[src/rtl/simon_control.sv]
`default_nettype none
// ============================================================================
// Module      : simon_control
// Description : Control unit for the Simon game. Synchronises the player's
//               "enter" button, runs the INPUT / PLAYBACK / REPEAT / DONE game
//               FSM and issues one-cycle command pulses to the Simon datapath.
//               The datapath acts on every clock with a non-zero mode code, so
//               the controller idles on 000 between steps.
// Ports       : clk              - system clock, rising edge
//               rst              - asynchronous reset, active low
//               button           - raw "enter" pushbutton, active high
//               is_legal         - datapath: switch pattern is legal
//               play_gt_count    - datapath: playback index > count
//               repeat_eq_play   - datapath: repeat index == playback index
//               input_eq_pattern - datapath: switches == memory read data
//               select[1:0]      - read-address mux: 00 play, 01 repeat, 10 done
//               mode_leds[2:0]   - datapath command / mode display
//               clrcount         - clear datapath count and pattern LEDs
//               w_en             - memory write enable
//               game_over        - high while in DONE
// Revision    : 1.0 - initial release
// ============================================================================
module simon_control #(
    parameter int HOLD_CYCLES = 4,   // cycles each pattern is shown (>= 2)
    parameter int HOLD_W      = 24   // hold counter width, 2^HOLD_W > HOLD_CYCLES
) (
    input  logic       clk,
    input  logic       rst,
    input  logic       button,
    input  logic       is_legal,
    input  logic       play_gt_count,
    input  logic       repeat_eq_play,
    input  logic       input_eq_pattern,
    output logic [1:0] select,
    output logic [2:0] mode_leds,
    output logic       clrcount,
    output logic       w_en,
    output logic       game_over
);

    typedef enum logic [3:0] {
        ST_INPUT        = 4'd0,
        ST_WRITE        = 4'd1,  // INPUT exit cycle: memory write, still mode 001
        ST_PLAY_STEP    = 4'd2,
        ST_PLAY_HOLD    = 4'd3,
        ST_REPEAT_WAIT  = 4'd4,
        ST_REPEAT_STEP  = 4'd5,
        ST_REPEAT_CHECK = 4'd6,
        ST_DONE_STEP    = 4'd7,
        ST_DONE_HOLD    = 4'd8
    } state_t;

    localparam logic [HOLD_W-1:0] c_HOLD_LOAD = HOLD_W'(HOLD_CYCLES - 1);
    localparam logic [HOLD_W-1:0] c_HOLD_ONE  = {{(HOLD_W-1){1'b0}}, 1'b1};

    localparam logic [2:0] c_MODE_IDLE   = 3'b000;
    localparam logic [2:0] c_MODE_INPUT  = 3'b001;
    localparam logic [2:0] c_MODE_PLAY   = 3'b010;
    localparam logic [2:0] c_MODE_REPEAT = 3'b100;
    localparam logic [2:0] c_MODE_DONE   = 3'b111;

    localparam logic [1:0] c_SEL_PLAY    = 2'b00;
    localparam logic [1:0] c_SEL_REPEAT  = 2'b01;
    localparam logic [1:0] c_SEL_DONE    = 2'b10;

    state_t            r_state;
    state_t            w_state_next;
    logic [HOLD_W-1:0] r_hold;
    logic [HOLD_W-1:0] w_hold_next;

    logic              r_sync1;
    logic              r_sync2;
    logic              r_sync3;
    logic              r_btn_pulse;
    logic              r_clr_pending;

    logic [1:0]        w_select_next;
    logic [2:0]        w_mode_next;
    logic              w_wen_next;
    logic              w_game_over_next;

    // Two-flop synchroniser, then a registered rising-edge detector. The pulse
    // lands three clocks after the press and lasts one cycle however long the
    // button is held.
    always_ff @(posedge clk or negedge rst) begin
        if (!rst) begin
            r_sync1     <= 1'b0;
            r_sync2     <= 1'b0;
            r_sync3     <= 1'b0;
            r_btn_pulse <= 1'b0;
        end else begin
            r_sync1     <= button;
            r_sync2     <= r_sync1;
            r_sync3     <= r_sync2;
            r_btn_pulse <= r_sync2 & ~r_sync3;
        end
    end

    // Next-state logic plus decode of the outputs for the state being entered,
    // so every output comes straight from a flop and tracks r_state exactly.
    always_comb begin
        w_state_next     = r_state;
        w_hold_next      = r_hold;
        w_select_next    = c_SEL_PLAY;
        w_mode_next      = c_MODE_INPUT;
        w_wen_next       = 1'b0;
        w_game_over_next = 1'b0;

        case (r_state)
            ST_INPUT: begin
                if (r_btn_pulse && is_legal) begin
                    w_state_next = ST_WRITE;
                end
            end
            ST_WRITE: begin
                w_state_next = ST_PLAY_STEP;
            end
            ST_PLAY_STEP: begin
                w_state_next = ST_PLAY_HOLD;
                w_hold_next  = c_HOLD_LOAD;
            end
            ST_PLAY_HOLD: begin
                // Leaving when the count steps from 1 to 0 gives the step
                // cycle plus HOLD_CYCLES-1 idle cycles per pattern.
                if (r_hold <= c_HOLD_ONE) begin
                    w_hold_next  = '0;
                    w_state_next = play_gt_count ? ST_REPEAT_WAIT : ST_PLAY_STEP;
                end else begin
                    w_hold_next  = r_hold - c_HOLD_ONE;
                end
            end
            ST_REPEAT_WAIT: begin
                if (r_btn_pulse) begin
                    w_state_next = input_eq_pattern ? ST_REPEAT_STEP : ST_DONE_STEP;
                end
            end
            ST_REPEAT_STEP: begin
                w_state_next = ST_REPEAT_CHECK;
            end
            ST_REPEAT_CHECK: begin
                // Datapath has absorbed the repeat step by now.
                w_state_next = repeat_eq_play ? ST_INPUT : ST_REPEAT_WAIT;
            end
            ST_DONE_STEP: begin
                w_state_next = ST_DONE_HOLD;
                w_hold_next  = c_HOLD_LOAD;
            end
            ST_DONE_HOLD: begin
                if (r_hold <= c_HOLD_ONE) begin
                    w_hold_next  = '0;
                    w_state_next = ST_DONE_STEP;
                end else begin
                    w_hold_next  = r_hold - c_HOLD_ONE;
                end
            end
            default: begin
                w_state_next = ST_INPUT;
                w_hold_next  = '0;
            end
        endcase

        case (w_state_next)
            ST_WRITE:        w_wen_next = 1'b1;
            ST_PLAY_STEP:    w_mode_next = c_MODE_PLAY;
            ST_PLAY_HOLD:    w_mode_next = c_MODE_IDLE;
            ST_REPEAT_WAIT,
            ST_REPEAT_CHECK: begin
                w_select_next = c_SEL_REPEAT;
                w_mode_next   = c_MODE_IDLE;
            end
            ST_REPEAT_STEP: begin
                w_select_next = c_SEL_REPEAT;
                w_mode_next   = c_MODE_REPEAT;
            end
            ST_DONE_STEP: begin
                w_select_next    = c_SEL_DONE;
                w_mode_next      = c_MODE_DONE;
                w_game_over_next = 1'b1;
            end
            ST_DONE_HOLD: begin
                w_select_next    = c_SEL_DONE;
                w_mode_next      = c_MODE_IDLE;
                w_game_over_next = 1'b1;
            end
            default: ;
        endcase
    end

    always_ff @(posedge clk or negedge rst) begin
        if (!rst) begin
            r_state       <= ST_INPUT;
            r_hold        <= '0;
            r_clr_pending <= 1'b1;
            select        <= c_SEL_PLAY;
            mode_leds     <= c_MODE_INPUT;
            w_en          <= 1'b0;
            game_over     <= 1'b0;
        end else begin
            r_state       <= w_state_next;
            r_hold        <= w_hold_next;
            r_clr_pending <= 1'b0;
            select        <= w_select_next;
            mode_leds     <= w_mode_next;
            w_en          <= w_wen_next;
            game_over     <= w_game_over_next;
        end
    end

    // Clear request covers the reset period and the first edge after release.
    assign clrcount = r_clr_pending;

endmodule
`default_nettype wire

[config.mk]
export PLATFORM = sky130hd
export DESIGN_NAME = simon_control
export DESIGN_NICKNAME = d
export VERILOG_FILES = /design/src/rtl/simon_control.sv
export SDC_FILE = /design/constraint.sdc
export NUM_CORES = 1
export LEC_CHECK = 0
export CAP_MARGIN = 20
export CORE_AREA = 10 10 71 73
export CTS_BUF_LIST = sky130_fd_sc_hd__clkbuf_4
export CTS_CLUSTER_SIZE = 24
export DETAILED_ROUTE_END_ITERATION = 12
export DIE_AREA = 0 0 81 83
export GPL_ROUTABILITY_DRIVEN = 1
export PLACE_DENSITY = 0.91
export SETUP_SLACK_MARGIN = 0.05
export SYNTH_ARGS = -nofsm -noshare
export SYNTH_HDL_FRONTEND = slang
export SYNTH_SLANG_ARGS = --single-unit
[constraint.sdc]
create_clock -name clk -period 3 [get_ports clk]
set_input_delay 0.6 -clock clk [delete_from_list [all_inputs] [get_ports clk]]
set_output_delay 0.6 -clock clk [all_outputs]
set_load 0.02 [all_outputs]
==> results of run 1 <==
==> path summary, 6_finish.rpt <==
check	endpoint	slack (ps)
worst min-delay path	select[1]	330
max in group asynchronous	r_hold[1]	2130
min in group clk	r_sync2	360
worst max-delay path	r_hold[7]	470
worst max register to register	r_hold[7]	470
worst min register to register	r_sync2	360
==> metal layers <==
layer  part of all wire (%)  GRT usage (%)
met1                     44           16.2
met2                     49           20.8
met3                    5.0           3.66
met4                    1.3           5.79
met5                      0              0
==> synth_stat cells (6+ instances only) <==
cell type	instances	area (µm²)
dfrtp_1	38	951
nor2_1	26	97.6
nor2_2	6	37.5
nand2_1	17	63.8
nor3_1	10	50.1
xnor2_1	10	87.6
xor2_1	10	87.6
inv_1	7	26.3
a21oi_1	7	35.0
o21ai_0	10	50.1
==> state kept, by name, summed over array words and instances, names as in the netlist, 2 cells and up <==
signal and cells:
mode_leds 3, r_state 4, r_hold 24, select 2
==> final cells by class <==
class,count,area [µm²],area share [%]
multi-input cells,155,1080,45.0
repair buffers,16,150,6.25
clock buffers,5,37.5,1.56
flip-flops and latches,40,1000,41.8
inverters,7,26.3,1.09
clock inverters,3,42.5,1.77
well taps,48,60.1,2.50
==> report_power, final <==
part           internal, W  leakage (nW)  total, W  switching [W]
Clock             0.000174        0.0412  0.000356       0.000183
Sequential        0.000680         0.523  0.000846       0.000165
Combinational     0.000577         0.473   0.00141       0.000830
Total              0.00143          1.04   0.00261        0.00118
==> kinds of logic (layout without fill, tap and decap cells) <==
logic type	count (synthesis)	count (layout)	share of synthesized area, %
flip-flops	40	40	46.4
buffers and inverters	14	31	3.64
other	1	1	0.173
AND/OR/NAND/NOR	93	93	26.7
XOR/XNOR	20	20	8.10
AO/OA/AOI/OAI	39	39	13.9
adder cells (fa/ha/maj)	2	2	1.16
==> metrics by stage <==
| step | cells | total power [W] |
|---|---|---|
| 2_1_floorplan | 209 | 0.00202 |
| 3_3_place_gp | 266 | 0.00221 |
| 3_5_place_dp | 266 | 0.00226 |
| 4_1_cts | 274 | 0.00261 |
| 5_1_grt | 274 | 0.00280 |
| 6_report | 274 | 0.00261 |
==> worst max-delay path, delay by kind of cell (launching register included) <==
| kind | cells | cell delay [ps] |
|---|---|---|
| AO/OA/AOI/OAI | 2 | 420 |
| buffers and inverters | 1 | 270 |
| AND/OR/NAND/NOR | 4 | 1290 |
| flip-flops | 1 | 430 |
==> results.toml, run 1 <==
[run_status]
status = "finished clean"

[sta]
fmax_mhz = 396
finalSetupTns_ps = 0
clock_skew_ps = 6.08
hold_slack_ps = 334
layout_min_cycle_time_ps = 2530
period_share_pct = 84.2
rsz0062_at_grt = "no"
finalHoldViolations = 0
setup_slack_ps = 474
finalSetupViolCount = 0
relSlewSlack_pct = 35.6
slew_violations = 0
worstMarginPinSlew_ps = 966

[finish]
mostFrequentLayoutCells = "dfrtp_1, nor2_1, nand2_1"
drive_above_1_share_pct = 16.4
num_antenna_cells = 0
fin_nets = 234
stdcell_area_mm2 = 0.00240
layout_commonest_cell = "dfrtp_1"
syn_to_final_growth_pct = 11.0
nFillCells = 288
final_util_pct = 66.1

[synthesis]
synth-seq-cells = 40
ys.flop_type = "dfrtp_1"
synth_edf_count = 0
synth_area_mm2 = 0.00216
syn_inst = 209
synthArstFlopShare_pct = 100
yosysWarnings = 0
syn_nets = 218
synth_cell_types = 53
postSynthAreaPerCell_um2 = 10.4
ys_seq_area_share_pct = 46.4

[global_routing]
grtUsageTotal_pct = 13.2
antenna_found_initial = 0
grt_pass1_vias = 1560
grt_max_degree = 41
grt_overflow_total = 0
grt_pass1_wl_mm = 7.18

[floorplan]
initial_core_util_pct = 59.5
fp.dieW_um = 81
die_y_um = 83
rows = 22
num_io_pins = 15
coreArea_mm2 = 0.00363
die_area_mm2 = 0.00672

[clocking]
clock_latency_ps = 360
root_buffer = "clkbuf_4"
htree_levels = 2
postCtsSetupBuffers = 0
post_cts_resized = 0
cts.sinks = 40
clk_transition_reported_paths_ps = 120
cts_buffer_depth = 2
cts_buffers = 5
ctsHoldBuffers = 0
cts_tree = "done"

[placement]
place_ws_ps = 496
numPortBuffers = 14
hpwlAfterDp_mm = 2.98
placed_area_mm2 = 0.00232
gp_congestion = 0.867

[detailed_routing]
first_pass_iters = 4
dr_total_vias = 1583
routed_wl_mm = 4.18
drtAntennaViolNets = 0
drt_iter0_markers = 144
wl_per_cell_um = 15.3
drcViolationCount = 0
avgViaCountPerCell = 5.78

[critical_path]
worstPathRequired_ps = 3260
worstPathArrival_ps = 2780
max_stage_delay_ps = 580
cp-start-kind = "flip-flop"
r2r-start = "r_hold[12]"
cp_slowest_cell = "or4_4"
cp_common_cell = "or4_4"
end_kind = "flip-flop"
startpoint = "r_hold[12]"
path_max_fanout = 22
criticalPathCategory = "reg -> reg"
path_cells = "or4_4 -> or4_4 -> o311ai_4 -> a21oi_2 -> nor2_4 -> buf_4 -> nor2_1"
worst-r2r-cell-count = 7

[power]
powerDensity_mw_per_mm2 = 1090
p_leak_nw = 1.04
ir_drop_uv = 787

[run]
maxCapViolations = 0

[min_path]
hold_class = "in -> async"
Power figures use the tool's default switching activity.
==> inputs of run 2 (changes only) <==
--- a/config.mk
+++ b/config.mk
@@ -6,13 +6,13 @@
 export NUM_CORES = 1
 export LEC_CHECK = 0
 export CAP_MARGIN = 20
-export CORE_AREA = 10 10 71 73
+export CORE_AREA = 10 10 74 76
 export CTS_BUF_LIST = sky130_fd_sc_hd__clkbuf_4
 export CTS_CLUSTER_SIZE = 24
 export DETAILED_ROUTE_END_ITERATION = 12
-export DIE_AREA = 0 0 81 83
+export DIE_AREA = 0 0 84 86
 export GPL_ROUTABILITY_DRIVEN = 1
-export PLACE_DENSITY = 0.91
+export PLACE_DENSITY = 0.88
 export SETUP_SLACK_MARGIN = 0.05
 export SYNTH_ARGS = -nofsm -noshare
 export SYNTH_HDL_FRONTEND = slang
==> constraint.sdc (replaced) <==
create_clock -name clk -period 2.3 [get_ports clk]
set_input_delay 0.46 -clock clk [delete_from_list [all_inputs] [get_ports clk]]
set_output_delay 0.46 -clock clk [all_outputs]
set_load 0.02 [all_outputs]
==> results.toml, run 2 (same netlist as run 1, synthesis figures left out) <==
[placement]
numPortBuffers = 14
hpwlAfterDp_mm = 3.11
dp.cells = 282
gp_congestion = 0.923

[power]
total_power_w = 0.00374
p_leak_nw = 1.13
powerDensity_mw_per_mm2 = 1460
ir_drop_uv = 973

[finish]
mostFrequentLayoutCells = "dfrtp_1, nor2_1, buf_4"
largest_reg_flops = 24
syn_to_final_growth_pct = 18.5
reg.largest.list = "r_hold (24), r_state (4), mode_leds (3)"
drive_above_1_share_pct = 23.4
layout_commonest_cell = "dfrtp_1"
final_cells = 294
fin_nets = 252
nFillCells = 325
num_antenna_cells = 0
largest_register = "r_hold"
final_util_pct = 64.6

[run]
maxCapViolations = 0

[sta]
period_share_pct = 100
worstMarginPinSlew_ps = 864
layout_min_cycle_time_ps = 2310
finalSetupTns_ps = -16.9
clock_skew_ps = 16.6
relSlewSlack_pct = 42.4
fmax_mhz = 433
finalSetupViolCount = 2
finalHoldViolations = 0
setup_slack_ps = -9.16
rsz0062_at_grt = "yes"
slew_violations = 0

[floorplan]
initial_core_util_pct = 54.5
die_area_mm2 = 0.00722
coreArea_mm2 = 0.00397
die_y_um = 86
rows = 23
fp.dieW_um = 84
num_io_pins = 15

[critical_path]
worstPathRequired_ps = 2540
r2r_end = "select[1]"
crit_family = "simple AND/OR/NAND/NOR gates"
path_max_fanout = 5
r2r-start = "r_hold[12]"
cp_slowest_cell = "or4_4"
criticalPathCategory = "reg -> reg"
cp-start-kind = "flip-flop"
path_cells = "or4_4 -> or4_4 -> buf_4 -> o41ai_4 -> nand3_2 -> nand2_1 -> o21bai_1"
worst-r2r-cell-count = 7
max_stage_delay_ps = 530
path_buf_inv = 1
cp_common_cell = "or4_4"
worstPathArrival_ps = 2550
r2r_slack_ps = -9
end_kind = "flip-flop"

[run_status]
status = "finished, violations left"
violations = "setup timing"

[clocking]
cts.sinks = 40
cts_tree = "done"
root_buffer = "clkbuf_4"
clk_transition_reported_paths_ps = 130
cts_buffer_depth = 2
htree_levels = 2
cts_buffers = 5
clock_latency_ps = 350
ctsHoldBuffers = 0

[detailed_routing]
avgViaCountPerCell = 5.65
dr_total_vias = 1662
drt_iter0_markers = 109
drtAntennaViolNets = 0
wl_per_cell_um = 15.0
routed_wl_mm = 4.42
drcViolationCount = 0
first_pass_iters = 4

[min_path]
hold_class = "in -> async"

[global_routing]
grt_max_degree = 41
grt_pass1_vias = 1620
grtUsageTotal_pct = 12.7
antenna_found_initial = 0
grt_overflow_total = 0
grt_pass1_wl_mm = 7.65
run 2: layout make-up:
type                    instances  area, µm²  area share (%)
flip-flops and latches         40       1000            39.1
clock inverters                 3       37.5            1.46
inverters                       7       26.3            1.02
repair buffers                 34        298            11.6
clock buffers                   5       37.5            1.46
well taps                      50       62.6            2.44
multi-input cells             155       1100            42.9
run 2: timing repair:
| item | CTS | global route |
|---|---|---|
| buffers inserted | 2 | 2 |
| pin swaps | 2 | 2 |
| hold endpoints to repair | 0 | 0 |
| gates resized for setup | 2 | 2 |
| endpoints found under the setup margin | 28 | 30 |
run 2: worst max-delay path by stage:
stage	start	endpoint	slack (ps)	depth (start not counted)
global placement	r_hold[12]	mode_leds[1]	9	6
CTS	r_hold[12]	r_hold[7]	3	7
floorplan	r_hold[12]	r_hold[7]	-1	7
global route	r_hold[12]	r_hold[0]	-80	6
detailed placement	r_hold[12]	select[1]	-30	6
finish	r_hold[12]	select[1]	-9	7
run 2: report_power, final:
group          switching [W]  total (W)  internal (W)
logic                0.00124    0.00225       0.00100
clock network       0.000225   0.000447      0.000222
registers           0.000156    0.00104      0.000889
total                0.00162    0.00374       0.00212
run 2: through the flow:
step	worst slack, ps	area [µm²]	hold slack, ps
after floorplan	-1.29	2170	164
after global placement	8.87	2450	332
after detailed placement	-31.2	2450	335
after CTS	3.09	2540	228
after global routing	-81.5	2560	256
final	-9.16	2560	196
run 2: routing by layer:
metal  up-vias  share of wire, %  global-route usage, %
li1        804                 -                      -
met2        56                49                   20.4
met1       794                43                   15.4
met5         -                 0                      0
met3         8               6.1                   3.31
met4         0               1.8                   5.94
==> inputs of run 3 (changes only) <==
--- a/config.mk
+++ b/config.mk
@@ -13,6 +13,7 @@
 export DIE_AREA = 0 0 84 86
 export GPL_ROUTABILITY_DRIVEN = 1
 export PLACE_DENSITY = 0.88
+export REMOVE_ABC_BUFFERS = 1
 export SETUP_SLACK_MARGIN = 0.05
 export SYNTH_ARGS = -nofsm -noshare
 export SYNTH_HDL_FRONTEND = slang
==> results.toml, run 3 (same netlist as run 1, synthesis figures left out) <==
[critical_path]
path_cells = "or4_4 -> or4_4 -> nor3_4 -> buf_6 -> a311oi_2 -> o221ai_1 -> nand2_1"
worstPathArrival_ps = 2650
cp_num_cells = 7
worst-r2r-cell-count = 7
path_max_fanout = 6
path_buf_inv = 1
cp_slowest_cell = "or4_4"
end_kind = "flip-flop"
cp_common_cell = "or4_4"
max_stage_delay_ps = 550
worstPathRequired_ps = 2560
cp-start-kind = "flip-flop"
crit_family = "simple AND/OR/NAND/NOR gates"
r2r_slack_ps = -90
criticalPathCategory = "reg -> reg"

[sta]
layout_min_cycle_time_ps = 2390
finalHoldViolations = 0
hold_slack_ps = 199
finalSetupViolCount = 27
relSlewSlack_pct = 41.8
period_share_pct = 104
setup_slack_ps = -93.8
slew_violations = 0
fmax_mhz = 418
clock_skew_ps = 6.68
worstMarginPinSlew_ps = 873
rsz0062_at_grt = "yes"

[power]
ir_drop_uv = 944
p_clk_share_pct = 9.7
p_int_w = 0.00207
p_switching_w = 0.00171
power_frac_seq_pct = 27.3
power_frac_comb_pct = 63.0
p_sw_share_pct = 45.2
powerDensity_mw_per_mm2 = 1450
p_leak_nw = 1.15

[finish]
syn_to_final_growth_pct = 20.5
largest_reg_flops = 24
layout_commonest_cell = "dfrtp_1"
fin_nets = 256
mostFrequentLayoutCells = "dfrtp_1, nor2_1, buf_4"
largest_register = "r_hold"
num_antenna_cells = 0
reg.largest.list = "r_hold (24), r_state (4), mode_leds (3)"
drive_above_1_share_pct = 26.6

[detailed_routing]
dr_total_vias = 1723
routed_wl_mm = 4.71
drt_iter0_markers = 144
drtAntennaViolNets = 0
wl_per_cell_um = 15.8
drcViolationCount = 0
first_pass_iters = 4
avgViaCountPerCell = 5.78

[run]
maxCapViolations = 0

[clocking]
clk_transition_reported_paths_ps = 130
cts_buffers = 5
clock_latency_ps = 360
htree_levels = 2
cts.sinks = 40
cts_buffer_depth = 2
root_buffer = "clkbuf_4"
cts_tree = "done"

[floorplan]
die_area_mm2 = 0.00722
initial_core_util_pct = 54.5
rows = 23
die_y_um = 86
coreArea_mm2 = 0.00397
num_io_pins = 15
fp.dieW_um = 84

[global_routing]
antenna_found_initial = 0
grtUsageTotal_pct = 13.2
grt_overflow_total = 0
grt_max_degree = 41
grt_pass1_wl_mm = 8.04
grt_pass1_vias = 1720

[placement]
hpwlAfterDp_mm = 3.29
numPortBuffers = 14
place_ws_ps = -77.2
gp_congestion = 0.923

[run_status]
status = "finished, violations left"
violations = "setup timing"

[min_path]
hold_class = "in -> async"
[run 3: changes by cell type in the layout (fill, tap and decap cells not counted), sizes merged]
cell      previous run  this run
buf                 21        25
bufinv               1         0
clkinv               2         1
clkinvlp             0         2
[run 3: repair_timing]
item / CTS / global route
setup buffers: 4 / 2
resized for setup: 7 / 5
gates cloned: 0 / 0
endpoints found under the hold margin: 0 / 0
hold buffers: 0 / 0
setup endpoints to repair: 29 / 32
pin swaps: 2 / 5
[run 3: through the flow]
stage	total power [W]	utilization, %	TNS (ps)	cells	instance area [µm²]
2_1_floorplan	0.00251	-	-2730	202	2110
4_1_cts	0.00369	64.7	-560	296	2570
3_3_place_gp	0.00314	61.8	0	284	2460
5_1_grt	0.00407	65.6	-3770	298	2610
3_5_place_dp	0.00321	61.8	-1190	284	2460
6_report	0.00379	65.6	-1540	298	2610
[run 3: path summary, 6_finish.rpt]
| kind | start | to |
|---|---|---|
| min reg2reg | r_sync1 | r_sync2 |
| max | r_hold[12] | mode_leds[1] |
| min | rst | select[1] |
| min in group clk | r_sync1 | r_sync2 |
| max in group asynchronous | rst | r_hold[18] |
| max reg2reg | r_hold[12] | mode_leds[1] |
[run 3: per-layer routing]
layer | vias to the layer above | share of wire, % | track usage (%)
met2 | 59 | 49 | 21.9
met3 | 12 | 4.8 | 3.50
met1 | 837 | 43 | 16.1
li1 | 815 | - | -
met4 | 0 | 2.5 | 5.02
met5 | - | 0 | 0
[run 3: final cells by class]
cell class                 instances  area [µm²]
clock buffer                       5        37.5
inverter                           7        26.3
tap                               50        62.6
clock inverter                     3        23.8
sequential                        40        1000
multi-input combinational        155        1120
fill                             316        1370
timing repair buffer              38         335
[run 3: power groups by stage]
stage | clock [W] | sequential [W] | combinational, W
floorplan | 0 | 0.00110 | 0.00141
global placement | 0 | 0.00103 | 0.00212
detailed placement | 0 | 0.00104 | 0.00217
CTS | 0.000380 | 0.00103 | 0.00229
global route | 0.000407 | 0.00106 | 0.00260
finish | 0.000366 | 0.00103 | 0.00239
